File: src/rtl/sccb_config_sequencer.sv
// Streams {reg_addr, value} entries from the configuration table to an OV-series sensor as
// 3-phase SCCB writes, holding off after power-up and after a sensor soft-reset write.
module sccb_config_sequencer #(
  parameter int unsigned QUARTER_CYC  = 63,
  parameter int unsigned POWERUP_CYC  = 25_000_000,
  parameter int unsigned SOFT_RST_CYC = 25_000,
  parameter logic [7:0]  DEV_ADDR     = 8'h60
) (
  input  logic        clk,
  input  logic        rst,
  input  logic        restart,
  output logic [7:0]  data_index,
  input  logic [15:0] data_out,
  input  logic [7:0]  reg_size,
  output logic        sioc,
  output logic        siod_out,
  output logic        siod_oe,
  output logic        busy,
  output logic        config_done
);

  localparam int unsigned WaitMax = (POWERUP_CYC > SOFT_RST_CYC) ? POWERUP_CYC : SOFT_RST_CYC;
  localparam int unsigned WaitW   = (WaitMax > 1) ? $clog2(WaitMax) : 1;
  localparam int unsigned QuartW  = (QUARTER_CYC > 1) ? $clog2(QUARTER_CYC) : 1;

  localparam logic [WaitW-1:0]  PwrLast   = WaitW'(POWERUP_CYC - 1);
  localparam logic [WaitW-1:0]  DlyLast   = WaitW'(SOFT_RST_CYC - 1);
  localparam logic [QuartW-1:0] QuartLast = QuartW'(QUARTER_CYC - 1);

  typedef enum logic [2:0] {
    StPwrWait, StFetch, StStart, StBits, StStop, StGap, StDelay, StDone
  } state_e;

  state_e            state_q;
  logic [WaitW-1:0]  wait_q;
  logic [QuartW-1:0] qcnt_q;
  logic [1:0]        quarter_q;
  logic [4:0]        bit_q;
  logic [26:0]       shift_q;
  logic              soft_rst_q;
  logic              last_q;

  logic q_end;
  logic on_bus;
  logic ack_bit;
  logic last_entry;

  assign q_end      = (qcnt_q == QuartLast);
  assign on_bus     = state_q inside {StStart, StBits, StStop, StGap};
  assign ack_bit    = (bit_q == 5'd8) || (bit_q == 5'd17) || (bit_q == 5'd26);
  // A table shrunk below the current index also ends the sequence instead of wrapping.
  assign last_entry = (data_index >= reg_size - 8'd1);

  always_ff @(posedge clk) begin
    if (rst) begin
      state_q     <= StPwrWait;
      wait_q      <= '0;
      qcnt_q      <= '0;
      quarter_q   <= '0;
      bit_q       <= '0;
      shift_q     <= '0;
      soft_rst_q  <= 1'b0;
      last_q      <= 1'b0;
      sioc        <= 1'b1;
      siod_out    <= 1'b1;
      siod_oe     <= 1'b1;
      data_index  <= '0;
      busy        <= 1'b1;
      config_done <= 1'b0;
    end else begin
      if (on_bus) begin
        qcnt_q <= q_end ? '0 : qcnt_q + QuartW'(1);
        if (q_end) quarter_q <= quarter_q + 2'd1;
      end

      unique case (state_q)
        StPwrWait: begin
          if (wait_q == PwrLast) begin
            wait_q  <= '0;
            state_q <= StFetch;
          end else begin
            wait_q <= wait_q + WaitW'(1);
          end
        end
        StFetch: begin
          // An empty table is caught here, one cycle after the power-up wait expires.
          if (reg_size == 8'd0) begin
            state_q     <= StDone;
            busy        <= 1'b0;
            config_done <= 1'b1;
          end else begin
            shift_q    <= {DEV_ADDR, 1'b0, data_out[15:8], 1'b0, data_out[7:0], 1'b0};
            soft_rst_q <= (data_out[15:8] == 8'h12) && data_out[7];
            last_q     <= last_entry;
            state_q    <= StStart;
          end
        end
        StStart: begin
          if (q_end && quarter_q == 2'd1) siod_out <= 1'b0;
          if (q_end && quarter_q == 2'd3) begin
            sioc    <= 1'b0;
            bit_q   <= '0;
            state_q <= StBits;
          end
        end
        StBits: begin
          // SIO_D moves one clk after SIO_C falls (QUARTER_CYC >= 2) so the pins never switch
          // together.
          if (quarter_q == 2'd0 && qcnt_q == '0) begin
            siod_out <= shift_q[26];
            siod_oe  <= !ack_bit;
            shift_q  <= {shift_q[25:0], 1'b0};
          end
          if (q_end && quarter_q == 2'd1) sioc <= 1'b1;
          if (q_end && quarter_q == 2'd3) begin
            sioc <= 1'b0;
            if (bit_q == 5'd26) state_q <= StStop;
            else                bit_q   <= bit_q + 5'd1;
          end
        end
        StStop: begin
          if (quarter_q == 2'd0 && qcnt_q == '0) begin
            siod_out <= 1'b0;
            siod_oe  <= 1'b1;
          end
          if (q_end && quarter_q == 2'd0) sioc     <= 1'b1;
          if (q_end && quarter_q == 2'd1) siod_out <= 1'b1;
          if (q_end && quarter_q == 2'd3) state_q  <= StGap;
        end
        StGap: begin
          if (q_end && quarter_q == 2'd3) begin
            if (!last_q) data_index <= data_index + 8'd1;
            if (soft_rst_q) begin
              state_q <= StDelay;
            end else if (last_q) begin
              state_q     <= StDone;
              busy        <= 1'b0;
              config_done <= 1'b1;
            end else begin
              state_q <= StFetch;
            end
          end
        end
        StDelay: begin
          if (wait_q == DlyLast) begin
            wait_q <= '0;
            if (last_q) begin
              state_q     <= StDone;
              busy        <= 1'b0;
              config_done <= 1'b1;
            end else begin
              state_q <= StFetch;
            end
          end else begin
            wait_q <= wait_q + WaitW'(1);
          end
        end
        StDone: begin
          if (restart) begin
            state_q     <= StPwrWait;
            wait_q      <= '0;
            data_index  <= '0;
            busy        <= 1'b1;
            config_done <= 1'b0;
          end
        end
        default: state_q <= StPwrWait;
      endcase
    end
  end

endmodule

File: config.mk
export PLATFORM = sky130hd
export DESIGN_NAME = sccb_config_sequencer
export DESIGN_NICKNAME = d
export VERILOG_FILES = /design/src/rtl/sccb_config_sequencer.sv
export SDC_FILE = /design/constraint.sdc
export NUM_CORES = 1
export LEC_CHECK = 0
export ABC_AREA = 1
export BUFFER_PORTS_ARGS = -buffer_cell sky130_fd_sc_hd__clkbuf_2
export CAP_MARGIN = 20
export CORE_UTILIZATION = 60
export CTS_BUF_LIST = sky130_fd_sc_hd__clkbuf_4
export DETAILED_ROUTE_END_ITERATION = 8
export MAX_ROUTING_LAYER = met4
export PLACE_DENSITY = 0.77
export SKIP_CTS_REPAIR_TIMING = 1
export SLEW_MARGIN = 20
export SYNTH_ARGS = -nofsm -noshare
export SYNTH_HDL_FRONTEND = slang
export SYNTH_SLANG_ARGS = --single-unit
File: constraint.sdc
create_clock -name clk -period 2 [get_ports clk]
set_input_delay 0.2 -clock clk [delete_from_list [all_inputs] [get_ports clk]]
set_output_delay 0.2 -clock clk [all_outputs]
set_load 0.1 [all_outputs]
## After elaboration in Yosys (flattened, before gate mapping)

Index checks and enable logic that the tools add are counted.

- Flip-flop bits (word level): 83
- Latch bits: 0
- RAM bits: 0
- Memory bits (read-only): 0
- Input port bits: 27
- Output and inout port bits: 13
- Logic and storage cells: 143
- Memories kept: 0

- Add/sub/neg operators: 6
- Multiply operators: 0
- Divide/modulo/power cells: 0
- Order comparisons: 1
- Equality and inequality tests: 35
- Shifts and indexed selects: 0
- Muxes and demuxes: 55
- Bitwise gates (word level): 1
- Reductions and logical operators: 31

Operators by type and width:

| kind | number |
|---|---|
| 25-bit 2-to-1 mux | 3 |
| 25-bit one-hot mux with 3 select lines | 1 |
| 27-bit 2-to-1 mux | 2 |
| 27-bit one-hot mux with 2 select lines | 1 |
| 3-bit 2-to-1 mux | 11 |
| 25-bit by 1-bit adder with 25-bit output, second input constant | 1 |
| 25-bit by 15-bit == test with 1-bit output, second input constant | 1 |
| 25-bit == test, second input constant | 1 |
| 8-bit 2-to-1 mux | 3 |
| 3-bit one-hot mux with 8 select lines | 1 |
| 1-bit 2-to-1 mux | 22 |
| 2-bit by 1-bit != test with 1-bit output, second input constant | 9 |
| 2-bit != test, second input constant | 8 |
| 8-bit one-hot mux with 2 select lines | 1 |
| 4-bit AND reduction | 4 |
| 5-bit 2-to-1 mux | 3 |
| 3-bit == test, second input constant | 4 |
| 5-bit == test, second input constant | 2 |
| 5-bit one-hot mux with 2 select lines | 1 |
| 8-bit by 1-bit adder with 8-bit output, second input constant | 1 |
| 8-bit by 5-bit == test with 1-bit output, second input constant | 1 |
| 8-bit >= comparator | 1 |
| 8-bit zero test | 1 |
| 1-bit one-hot mux with 4 select lines | 2 |
| 28 further kinds | 44 |

## Logic depth before layout (Yosys ltp)

Gate-level depths: netlist (run 1).

- Depth in word-level cells: 6
- Depth in mapped cells: 13
- Mapped depth without buffers: 13

## Least setup slack after synthesis (run 1)

Ideal clock, no wire load.

- Kind: register to register
- Start point: register data_index[1]
- End point: register data_index[6]
- Setup time: 0.064 ns
- Data arrival time: 1.934 ns
- Setup slack: 0.002 ns
- Stages on the path, launching flop included: 8
- Buffers on the path: 0
- Clock period less this slack: 1.998 ns
- Cell sequence: dfxtp_1 ha_1 nand3_1 nor2_1 nand2_1 o21bai_1 inv_1 nor2_1

- Cells in the longest elaborated chain, start to end: 4

RTL lines:

| item | RTL line | RTL |
|---|---|---|
| start, declared | 12 | `output logic [7:0] data_index,` |
| start signal, assigned | 132 | `if (!last_q) data_index <= data_index + 8'd1;` |
| 8-bit by 1-bit adder with 8-bit output | 132 |  |
| 8-bit 2-to-1 mux | 132 |  |
| 8-bit 2-to-1 mux | 131 | `if (q_end && quarter_q == 2'd3) begin` |
| 8-bit one-hot mux with 2 select lines | 76 | `unique case (state_q)` |

No other way between the ends. The select of a mux whose other input is x is not followed.
A chain may end at the register's enable or synchronous reset.

## Final worst setup path (run 1)

- Start point: register state_q[2]
- End point: register data_index[4]

- Cells in the longest elaborated chain, start to end: 3

RTL lines:

| item | RTL line | RTL |
|---|---|---|
| start, declared | 34 | `state_e state_q;` |
| start signal, assigned | 56 | `state_q <= StPwrWait;` |
| start signal, assigned | 80 | `state_q <= StFetch;` |
| start signal, assigned | 88 | `state_q <= StDone;` |
| 3-bit == test | 76 |  |
| 2-bit by 1-bit != test with 1-bit output (no source line), or another cell as far along | n/a |  |
| 4-bit AND reduction (no source line) | n/a |  |

Parallel ways exist; a longest one is shown, timed or not.

==> results of run 1 <==
-- stage by stage --
step	total power, W	util (%)	hold slack, ns	setup WS, ns	instances
after floorplan	0.003371	-	0.3455	0.002439	726
after global placement	0.003698	65.98	0.4404	0.1877	863
after detailed placement	0.003739	65.98	0.4540	0.1472	863
after CTS	0.004618	67.56	0.01058	0.1519	879
after global routing	0.004898	67.69	0.03070	0.002364	879
final	0.004597	67.69	0.03084	0.1324	879
-- report_power, final --
group	switching [W]	internal, W	leakage [nW]
clock network	0.000616	0.000263	0.0589
logic	0.00119	0.000447	1.58
registers	0.000165	0.00191	0.666
-- logic make-up after synthesis --
family	Yosys count	share of synthesized area (%)
buffers and inverters	107	8.761
XOR/XNOR	16	2.965
AO/OA/AOI/OAI	94	10.77
adder cells (fa/ha/maj)	22	5.823
flip-flops	82	34.73
AND/OR/NAND/NOR	405	36.95
-- critical path: stages, from the launching register on --
cell and delay, ns:
dfxtp_1 0.51, inv_1 0.16, nor2_4 0.18, inv_1 0.12
o21ai_1 0.23, nand2_2 0.18, or2_0 0.25, a21oi_1 0.15
-- flip-flops by register name (all words and copies together), names as in the netlist --
| register | flops |
|---|---|
| siod_oe | 1 |
| busy | 1 |
| sioc | 1 |
| quarter_q | 2 |
| config_done | 1 |
| shift_q | 26 |
| qcnt_q | 6 |
| state_q | 3 |
| bit_q | 5 |
| wait_q | 25 |
| soft_rst_q | 1 |
| siod_out | 1 |
| data_index | 8 |
| last_q | 1 |
-- synthesized netlist by cell type --
cell type    n
o21bai_1     1
and3_1       1
nand2_1    186
nand3_1     48
nand4_1     10
o21ai_0     38
o31ai_1      1
ha_1        22
xor2_1      13
nor2_2       2
buf_2        7
nor4_1       3
dfxtp_1     82
nor3_2       2
clkinv_1     1
a211oi_1     2
nor2_1     108
clkbuf_1     6
nor3b_1      3
inv_1       86
or2_0        1
nand2_2      6
a22oi_1      1
buf_4        1
a21oi_1     44
a21boi_4     1
nand3_2      1
nand2_4      1
inv_2        6
o21ai_1      2
nor2_4       3
o211ai_1     2
nor3_1      29
o31a_1       1
xnor2_1      3
o221ai_1     1
nor3_4       1
-- path summary, 6_finish.rpt --
check	slack, ns	to	startpoint
hold reg to reg	0.47	shift_q[24]	shift_q[24]
setup reg to reg	0.13	data_index[4]	state_q[2]
hold / removal	0.03	shift_q[1]	data_out[0]
setup / recovery	0.13	data_index[4]	state_q[2]
-- layer usage --
layer | vias up | routed length, um
met4 | 0 | 255
met1 | 2120 | 4613
li1 | 2423 | -
met3 | 25 | 387
met2 | 108 | 5268
met5 | - | 0
-- layout make-up --
cell class	instances	area [sq um]	area share, %
multi-input cells	537	2679	51.48
flip-flops and latches	82	1642	31.55
inverters	93	351.6	6.756
repair buffers	49	282.8	5.434
well taps	102	127.6	2.453
clock buffers	9	67.56	1.298
clock inverters	7	53.80	1.034
==> out/qor.csv, run 1 <==
stage,metric,value,unit
grt,first-pass GRT wire length,18390,um
grt,initial antenna violation count,0,
timing,final setup fails,0,
critical_path,crit end category,flop,
synthesis,Unique masters post-synth,37,
min_path,hold path depth,3,
grt,Top Usage Layer GRT,met2,
synthesis,Synth Net Count,775,
timing,RSZ-0062 raised after global routing,no,
grt,met1 Use GR,30.74,%
placed_design,# port buffers,39,
floorplan,Die ar.,8237,sq um
timing,Tcrit/Tclk final,93.38,%
status,failing checks,design-rule violations,
synthesis,Syn. warnings,0,
clocking,clk_lat worst skew,0.44,ns
timing,min Tclk post-route,1.868,ns
floorplan,Initial Util,61.49,%
floorplan,IO Pins,40,
layout,Antenna Cells,0,
synthesis,Avg Inst Size Synth,6.511,sq um
layout,P&R area growth vs syn,10.08,%
layout,layout cell share with drive strength beyond 1,11.58,%
floorplan,std cell rows,32,
clocking,cts bufs inserted,9,
timing,final hold viol count,0,
synthesis,Synth Cell Area,4727,sq um
clocking,Worst-path clk slew,0.14,ns
grt,largest net degree at the start of global routing,27,
layout,Finished Cell Area,5204,sq um
grt,grt met3 use,4.714,%
power,pwr dens,883.3,nW/um^2
critical_path,worst endpoint required time,2.36,ns
routing,Initial DRC Count,210,
timing,Clock Skew,0.01873,ns
routing,Total Wirelength,10520,um
flow_run,max_cap viols,0,
placed_design,DP HPWL,7942,um
clocking,Sinks on Clock Net,82,
placed_design,Placed Instance Area,5072,sq um
floorplan,Die Span Y,90.76,um
critical_path,Register-to-Register Path Depth,7,
synthesis,largest area contributor in the netlist,dfxtp_1,
routing,DRC viols,2,
synthesis,post-synthesis cell count,726,
layout,"commonest non-fill, non-tap cell in the layout",nand2_1,
critical_path,worst-path maximum fanout,9,
clocking,deepest clock path buffer count,2,
synthesis,Synth Register Bits,82,
timing,Slew headroom,63.66,%
layout,most frequent cells in the layout,"nand2_1, nor2_1, inv_1",
clocking,H-tree levels,3,
routing,drt first pass iters,7,
grt,vias in the first global route,4382,
power,Peak VDD IR,0.0007022,V
grt,M2 GR Usage,49.68,%
clocking,Root Buffer,clkbuf_4,
timing,Max Slew Vio Count,0,
timing,worst-margin pin slew,0.5475,ns
power,P_leak,2.303,nW
timing,Setup TNS Final,0,ns
routing,post-route ant nets,0,
routing,DR WL/cell,11.97,um
timing,fmax,535.5,MHz
routing,Avg Vias per Cell,5.320,
synthesis,share of the synthesized area in the top cell type,34.73,%
synthesis,post-synthesis sequential area ratio,34.73,%
routing,Via Count,4676,
critical_path,Crit path arrival time,2.22,ns
placed_design,gpl congestion,0.9180,
layout,Nets,821,
critical_path,WS Path Type,flop to flop,
min_path,Worst Hold Class,input pin to flop,
critical_path,startpoint types,flop,
grt,GRT overflow,0,
clocking,CTS tree,yes,
floorplan,Die Wd,90.76,um
grt,GRT Overall Usage,27.86,%
layout,filler instances,712,
synthesis,"top cells by area, synth","dfxtp_1, nand2_1, nor2_1",
status,status,"complete, but fails checks",
floorplan,core area,7687,sq um
(Power assumes the default switching activity.)
==> run 2, diff against run 1 <==
--- a/config.mk
+++ b/config.mk
@@ -13,6 +13,7 @@
 export DETAILED_ROUTE_END_ITERATION = 8
 export MAX_ROUTING_LAYER = met4
 export PLACE_DENSITY = 0.77
+export RECOVER_POWER = 50
 export SKIP_CTS_REPAIR_TIMING = 1
 export SLEW_MARGIN = 20
 export SYNTH_ARGS = -nofsm -noshare
==> run 2 against run 1 <==
Effect of this change:
- the flow still finishes with violations (design-rule violations)
- utilization fell by 0.21 points
- clock power about the same
- design area fell by 0.31%
- register-to-register slack about the same
- combinational power about the same
- highest routed layer unchanged
==> out/qor.csv, run 2 (synthesis results as in run 1) <==
stage,metric,value,unit,change
critical_path,worst endpoint required time,2.35,ns,was 2.36 ns
critical_path,crit end category,flop,,unchanged
critical_path,Slowest cell on crit path,dfxtp_1,,unchanged
layout,"commonest non-fill, non-tap cell in the layout",nand2_1,,unchanged
flow_run,max_cap viols,0,,unchanged
critical_path,WS Path Type,flop to flop,,unchanged
routing,Avg Vias per Cell,5.338,,was 5.320
timing,min Tclk post-route,1.870,ns,was 1.868 ns
placed_design,DP HPWL,7942,um,unchanged
critical_path,Worst R2R End,data_index[4],,unchanged
power,P_leak,2.299,nW,was 2.303 nW
grt,initial antenna violation count,0,,unchanged
critical_path,Register-to-Register Path Depth,7,,unchanged
routing,Total Wirelength,10530,um,was 10520 um
critical_path,worst setup path startpoint,state_q[2],,unchanged
power,Seq pwr share,45.3,%,was 45.2%
critical_path,startpoint types,flop,,unchanged
floorplan,core area,7687,sq um,unchanged
floorplan,Die ar.,8237,sq um,unchanged
layout,Largest regs,"shift_q x26, wait_q x25, data_index x8",,unchanged
routing,drt first pass iters,8,,was 7
clocking,Root Buffer,clkbuf_4,,unchanged
power,pwr dens,883.4,nW/um^2,was 883.3 nW/um^2
timing,Setup TNS Final,0,ns,unchanged
grt,GRT Overall Usage,27.86,%,unchanged
clocking,cts bufs inserted,9,,unchanged
power,switching share of power,42.97,%,was 42.96%
floorplan,Initial Util,61.49,%,unchanged
timing,final hold viol count,0,,unchanged
placed_design,# port buffers,39,,unchanged
routing,DR WL/cell,11.98,um,was 11.97 um
timing,Tcrit/Tclk final,93.50,%,was 93.38%
floorplan,Die Wd,90.76,um,unchanged
grt,first-pass GRT wire length,18390,um,unchanged
routing,Via Count,4692,,was 4676
timing,Max Slew Vio Count,0,,unchanged
layout,Nets,821,,unchanged
critical_path,"reg-to-reg slack, setup",0.13,ns,about the same
grt,vias in the first global route,4382,,unchanged
critical_path,Setup crit end,data_index[4],,unchanged
floorplan,IO Pins,40,,unchanged
timing,worst-margin pin slew,0.5450,ns,was 0.5475 ns
power,Peak VDD IR,0.0007020,V,was 0.0007022 V
power,Net Switching,0.001969,W,was 0.001975 W
layout,P&R area growth vs syn,9.741,%,was 10.08%
layout,layout cell share with drive strength beyond 1,11.07,%,was 11.58%
layout,most frequent cells in the layout,"nand2_1, nor2_1, inv_1",,unchanged
status,failing checks,design-rule violations,,unchanged
clocking,clk_lat worst skew,0.44,ns,about the same
routing,Initial DRC Count,201,,was 210
clocking,Worst-path clk slew,0.14,ns,about the same
critical_path,cells along the critical path,inv_1 -> nor2_4 -> inv_1 -> o21ai_1 -> nand2_2 -> or2_0 -> a21oi_1,,unchanged
critical_path,worst-path maximum fanout,9,,unchanged
clocking,CTS tree,yes,,unchanged
placed_design,gpl congestion,0.9180,,unchanged
status,status,"complete, but fails checks",,unchanged
layout,max FFs per register,26,,unchanged
routing,post-route ant nets,0,,unchanged
grt,largest net degree at the start of global routing,27,,unchanged
power,internal power,0.002614,W,was 0.002622 W
layout,Antenna Cells,0,,unchanged
power,clock power share,19.2,%,was 19.1%
floorplan,std cell rows,32,,unchanged
grt,GRT overflow,0,,unchanged
clocking,H-tree levels,3,,unchanged
timing,final setup fails,0,,unchanged
timing,fmax,534.8,MHz,was 535.5 MHz
clocking,Sinks on Clock Net,82,,unchanged
critical_path,CP peak stage delay,0.52,ns,was 0.51 ns
routing,DRC viols,2,,unchanged
floorplan,Die Span Y,90.76,um,unchanged
power,Logic pwr share,35.5,%,was 35.7%
timing,Slew headroom,63.82,%,was 63.66%
layout,Largest Register,shift_q,,unchanged
clocking,deepest clock path buffer count,2,,unchanged
timing,RSZ-0062 raised after global routing,no,,unchanged
timing,Clock Skew,0.02160,ns,was 0.01873 ns
critical_path,cell mode on critical path,inv_1,,unchanged
critical_path,Worst R2R Start,state_q[2],,unchanged
timing,Hold Slack,0.03388,ns,was 0.03084 ns
critical_path,Crit path arrival time,2.22,ns,about the same
min_path,Worst Hold Class,input pin to flop,,unchanged
-- run 2: layer usage --
layer / part of all wire (%) / up-vias / GRT usage, %
met5: 0 / - / -
li1: - / 2423 / -
met2: 51 / 117 / 49.68
met1: 43 / 2131 / 30.74
met4: 2.1 / 0 / 11.02
met3: 4.1 / 21 / 4.714
-- run 2: cell type report --
class / count / area, sq um
Multi-Input combinational cell: 537 / 2671
Fill cell: 718 / 2500
Sequential cell: 82 / 1642
Inverter: 93 / 351.6
Timing Repair Buffer: 49 / 274.0
Tap cell: 102 / 127.6
Clock buffer: 9 / 67.56
Clock inverter: 7 / 53.80
-- run 2: worst max-delay path, delay by kind of cell (launching register included) --
| kind | cells | cell delay (ns) |
|---|---|---|
| flip-flops | 1 | 0.52 |
| buffers and inverters | 2 | 0.29 |
| AO/OA/AOI/OAI | 2 | 0.38 |
| AND/OR/NAND/NOR | 3 | 0.61 |
-- run 2: worst min path at each step --
stage | startpoint | end | slack (ns) | cells after the start
floorplan | rst | last_q | 0.35 | 3
global placement | sioc | sioc | 0.44 | 2
detailed placement | shift_q[24] | shift_q[24] | 0.45 | 2
CTS | data_out[0] | shift_q[1] | 0.01 | 3
global route | data_out[0] | shift_q[1] | 0.03 | 3
finish | data_out[0] | shift_q[1] | 0.03 | 3
-- run 2: through the flow --
stage | total power [W] | instance area, sq um | util, % | std cells | worst slack [ns]
after floorplan | 0.003371 | 4727 | - | 726 | 0.002439
after global placement | 0.003698 | 5072 | 65.98 | 863 | 0.1877
after detailed placement | 0.003739 | 5072 | 65.98 | 863 | 0.1472
after CTS | 0.004618 | 5194 | 67.56 | 879 | 0.1519
after global routing | 0.004885 | 5187 | 67.48 | 879 | 0.004344
final | 0.004582 | 5187 | 67.48 | 879 | 0.1300
-- run 2: power by group through the flow --
stage                     logic (W)  registers [W]  clock network [W]
after CTS                   0.00163        0.00208           0.000910
final                       0.00163        0.00207           0.000879
after floorplan            0.000978        0.00239                  0
after global routing        0.00181        0.00211           0.000965
after detailed placement    0.00163        0.00211                  0
after global placement      0.00159        0.00210                  0
==> run 3, diff against run 2 <==
--- a/config.mk
+++ b/config.mk
@@ -5,9 +5,9 @@
 export SDC_FILE = /design/constraint.sdc
 export NUM_CORES = 1
 export LEC_CHECK = 0
-export ABC_AREA = 1
 export BUFFER_PORTS_ARGS = -buffer_cell sky130_fd_sc_hd__clkbuf_2
 export CAP_MARGIN = 20
+export CORE_MARGIN = 1.5
 export CORE_UTILIZATION = 60
 export CTS_BUF_LIST = sky130_fd_sc_hd__clkbuf_4
 export DETAILED_ROUTE_END_ITERATION = 8
==> run 3 against run 2 <==
Effect of this change:
- the flow finishes with violations (negative hold slack, negative setup slack)
- synthesized cell count is 27% lower
- wire length increased by 6.8%
- register-to-register slack worse by 0.30 ns
- fmax is 14% lower
- first-iteration DRC count up 7.5%
- sequential share of layout area down 1.6 points
- design area grew 6.1%
- via count decreased by 11%
- largest power group unchanged
==> out/qor.csv, run 3 <==
stage,metric,value,unit,change
synthesis,post-synthesis sequential area ratio,38.14,%,was 34.73%
timing,Slew headroom,64.07,%,was 63.82%
floorplan,IO Pins,40,,unchanged
placed_design,Placed Instance Area,4906,sq um,was 5072 sq um
routing,Initial DRC Count,216,,was 201
power,switching share of power,37.11,%,was 42.97%
routing,DRC viols,0,,was 2
layout,"commonest non-fill, non-tap cell in the layout",nand2_1,,unchanged
timing,worst-margin pin slew,0.5413,ns,was 0.5450 ns
layout,P&R area growth vs syn,27.88,%,was 9.741%
timing,min Tclk post-route,2.170,ns,was 1.870 ns
grt,first-pass GRT wire length,16300,um,was 18390 um
grt,GRT Overall Usage,27.45,%,was 27.86%
synthesis,"count leader, synth",nor2_1,,was nand2_1
synthesis,Unique masters post-synth,56,,was 37
synthesis,Synth Net Count,582,,was 775
synthesis,"FFs w/ async S/R, synth",0,%,unchanged
timing,Hold Slack,-0.01051,ns,was 0.03388 ns
timing,final hold viol count,1,,was 0
floorplan,Initial Util,62.66,%,was 61.49%
power,P_leak,2.086,nW,was 2.299 nW
grt,initial antenna violation count,0,,unchanged
synthesis,ys flop type,dfxtp_1,,unchanged
power,PnR Total Power,0.004549,W,was 0.004582 W
synthesis,Synth Cell Area,4304,sq um,was 4727 sq um
synthesis,most frequent cells after synthesis,"nor2_1, dfxtp_1, nand2_1",,"was nand2_1, nor2_1, inv_1"
grt,largest net degree at the start of global routing,41,,was 27
power,internal power,0.002861,W,was 0.002614 W
floorplan,Die Wd,87.70,um,was 90.76 um
grt,vias in the first global route,3770,,was 4382
clocking,Sinks on Clock Net,82,,unchanged
layout,Largest Register,shift_q,,unchanged
power,Peak VDD IR,0.0006295,V,was 0.0007020 V
synthesis,share of the synthesized area in the top cell type,38.14,%,was 34.73%
status,status,"complete, but fails checks",,unchanged
clocking,Worst-path clk slew,0.14,ns,about the same
critical_path,worst-path maximum fanout,6,,was 9
floorplan,std cell rows,30,,was 32
floorplan,Die Span Y,87.70,um,was 90.76 um
critical_path,WS Path Type,flop to flop,,unchanged
routing,post-route ant nets,0,,unchanged
routing,Avg Vias per Cell,5.778,,was 5.338
critical_path,cells along the critical path,or4b_1 -> nor4_4 -> a311oi_4 -> nor2_1 -> a21o_4 -> clkbuf_16 -> nor2_4,,was inv_1 -> nor2_4 -> inv_1 -> o21ai_1 -> nand2_2 -> or2_0 -> a21oi_1
layout,Antenna Cells,0,,unchanged
floorplan,core area,6869,sq um,was 7687 sq um
layout,footprint of the multi-input gates,2801,sq um,was 2671 sq um
timing,Max Slew Vio Count,0,,unchanged
synthesis,Syn. warnings,0,,unchanged
status,failing checks,"negative hold slack, negative setup slack",,was design-rule violations
critical_path,Slowest cell on crit path,or4b_1,,was dfxtp_1
routing,Total Wirelength,11250,um,was 10530 um
critical_path,Crit path arrival time,2.50,ns,was 2.22 ns
layout,Largest regs,"shift_q x26, wait_q x25, data_index x8",,unchanged
critical_path,startpoint types,flop,,unchanged
grt,GRT overflow,0,,unchanged
synthesis,post-synthesis cell count,533,,was 726
timing,Clock Skew,0.01880,ns,was 0.02160 ns
clocking,deepest clock path buffer count,2,,unchanged
layout,Finished Cell Area,5504,sq um,was 5187 sq um
routing,Via Count,4160,,was 4692
placed_design,dpl ws,-0.09651,ns,was 0.1472 ns
synthesis,Post-synth EDFFs,0,,unchanged
synthesis,largest area contributor in the netlist,dfxtp_1,,unchanged
layout,Reg area,1653,sq um,was 1642 sq um
power,Net Switching,0.001688,W,was 0.001969 W
power,Logic pwr share,34.3,%,was 35.5%
timing,RSZ-0062 raised after global routing,yes,,was no
floorplan,Die ar.,7690,sq um,was 8237 sq um
critical_path,crit end category,flop,,unchanged
timing,final setup fails,30,,was 0
routing,drt first pass iters,6,,was 8
clocking,Root Buffer,clkbuf_4,,unchanged
placed_design,# port buffers,39,,unchanged
layout,filler instances,458,,was 718
layout,max FFs per register,26,,unchanged
power,clock power share,22.6,%,was 19.2%
synthesis,Synth Register Bits,82,,unchanged
clocking,clk_lat worst skew,0.44,ns,about the same
clocking,H-tree levels,3,,unchanged
synthesis,Avg Inst Size Synth,8.075,sq um,was 6.511 sq um
critical_path,worst endpoint required time,2.33,ns,was 2.35 ns
routing,DR WL/cell,15.62,um,was 11.98 um
placed_design,DP HPWL,7024,um,was 7942 um
critical_path,CP peak stage delay,0.61,ns,was 0.52 ns
clocking,cts bufs inserted,9,,unchanged
power,Seq pwr share,43.1,%,was 45.3%
power,pwr dens,826.5,nW/um^2,was 883.4 nW/um^2
timing,fmax,460.8,MHz,was 534.8 MHz
synthesis,"top cells by area, synth","dfxtp_1, nor2_1, nand2_1",,"was dfxtp_1, nand2_1, nor2_1"
layout,most frequent cells in the layout,"nand2_1, dfxtp_1, nor2_1",,"was nand2_1, nor2_1, inv_1"
critical_path,CP top delay family,simple AND/OR/NAND/NOR gates,,unchanged
layout,layout cell share with drive strength beyond 1,26.92,%,was 11.07%
critical_path,Worst Path Buf+Inv,1,,was 2
min_path,Worst Hold Class,input pin to flop,,unchanged
timing,Tcrit/Tclk final,108.5,%,was 93.50%
placed_design,gpl congestion,0.9679,,was 0.9180
timing,final worst setup slack,-0.1700,ns,was 0.1300 ns
clocking,CTS tree,yes,,unchanged
layout,Nets,668,,was 821
flow_run,max_cap viols,0,,unchanged
run 3: cell types whose count changed after synthesis, sizes merged, moves of 13 or more:
cell	before	now
xor2	13	26
nand2	193	74
a311oi	0	18
nor2	113	90
xnor2	3	20
inv	92	19
o21ai	40	10
nor3	32	17
a21oi	44	21
nand3	49	23
run 3: cells by family (layout without fill, tap and decap cells):
| kind of cell | count (synthesis) | in the layout | synth area share, % |
|---|---|---|---|
| multiplexers | 3 | 3 | 0.7267 |
| buffers and inverters | 41 | 132 | 3.895 |
| AND/OR/NAND/NOR | 264 | 264 | 29.42 |
| XOR/XNOR | 46 | 46 | 9.361 |
| adder cells (fa/ha/maj) | 22 | 22 | 6.395 |
| flip-flops | 82 | 82 | 38.14 |
| AO/OA/AOI/OAI | 75 | 75 | 12.06 |
run 3: worst min-delay path, delay by kind of cell:
kind / cells / cell delay (ns)
AO/OA/AOI/OAI: 1 / 0.08
buffers and inverters: 1 / 0.08
AND/OR/NAND/NOR: 1 / 0.04
run 3: area by class of cell:
type | count | share of cell area (%)
repair buffers | 97 | 12.98
well taps | 96 | 2.182
clock inverters | 7 | 1.387
multi-input cells | 410 | 50.90
inverters | 19 | 1.296
flip-flops and latches | 82 | 30.03
clock buffers | 9 | 1.228
run 3: power groups by stage:
stage                     registers, W  logic, W  clock network, W
after floorplan                0.00200  0.000854                 0
after global placement         0.00197   0.00131                 0
after detailed placement       0.00198   0.00135                 0
after CTS                      0.00194   0.00136           0.00104
after global routing           0.00198   0.00171           0.00111
final                          0.00196   0.00156           0.00103
run 3: stage by stage:
stage	std cells	utilization (%)	TNS (ns)
after floorplan	533	-	0
after global placement	692	71.42	-0.7208
after detailed placement	692	71.42	-3.030
after CTS	708	73.52	-2.977
after global routing	720	80.13	-5.227
final	720	80.13	-3.762
run 3: path summary, 6_finish.rpt:
check | to | startpoint | depth (start not counted) | slack [ns]
max | wait_q[6] | wait_q[4] | 7 | -0.17
min | shift_q[5] | data_out[4] | 3 | -0.01
max reg2reg | wait_q[6] | wait_q[4] | 7 | -0.17
min reg2reg | shift_q[18] | shift_q[18] | 2 | 0.47
run 3: layer usage:
| layer | part of all wire, % | wire [um] | global-route usage [%] |
|---|---|---|---|
| met3 | 5.5 | 618 | 6.409 |
| met1 | 41 | 4604 | 31.98 |
| met4 | 2.7 | 309 | 6.926 |
| met5 | 0 | 0 | - |
| met2 | 51 | 5713 | 47.62 |
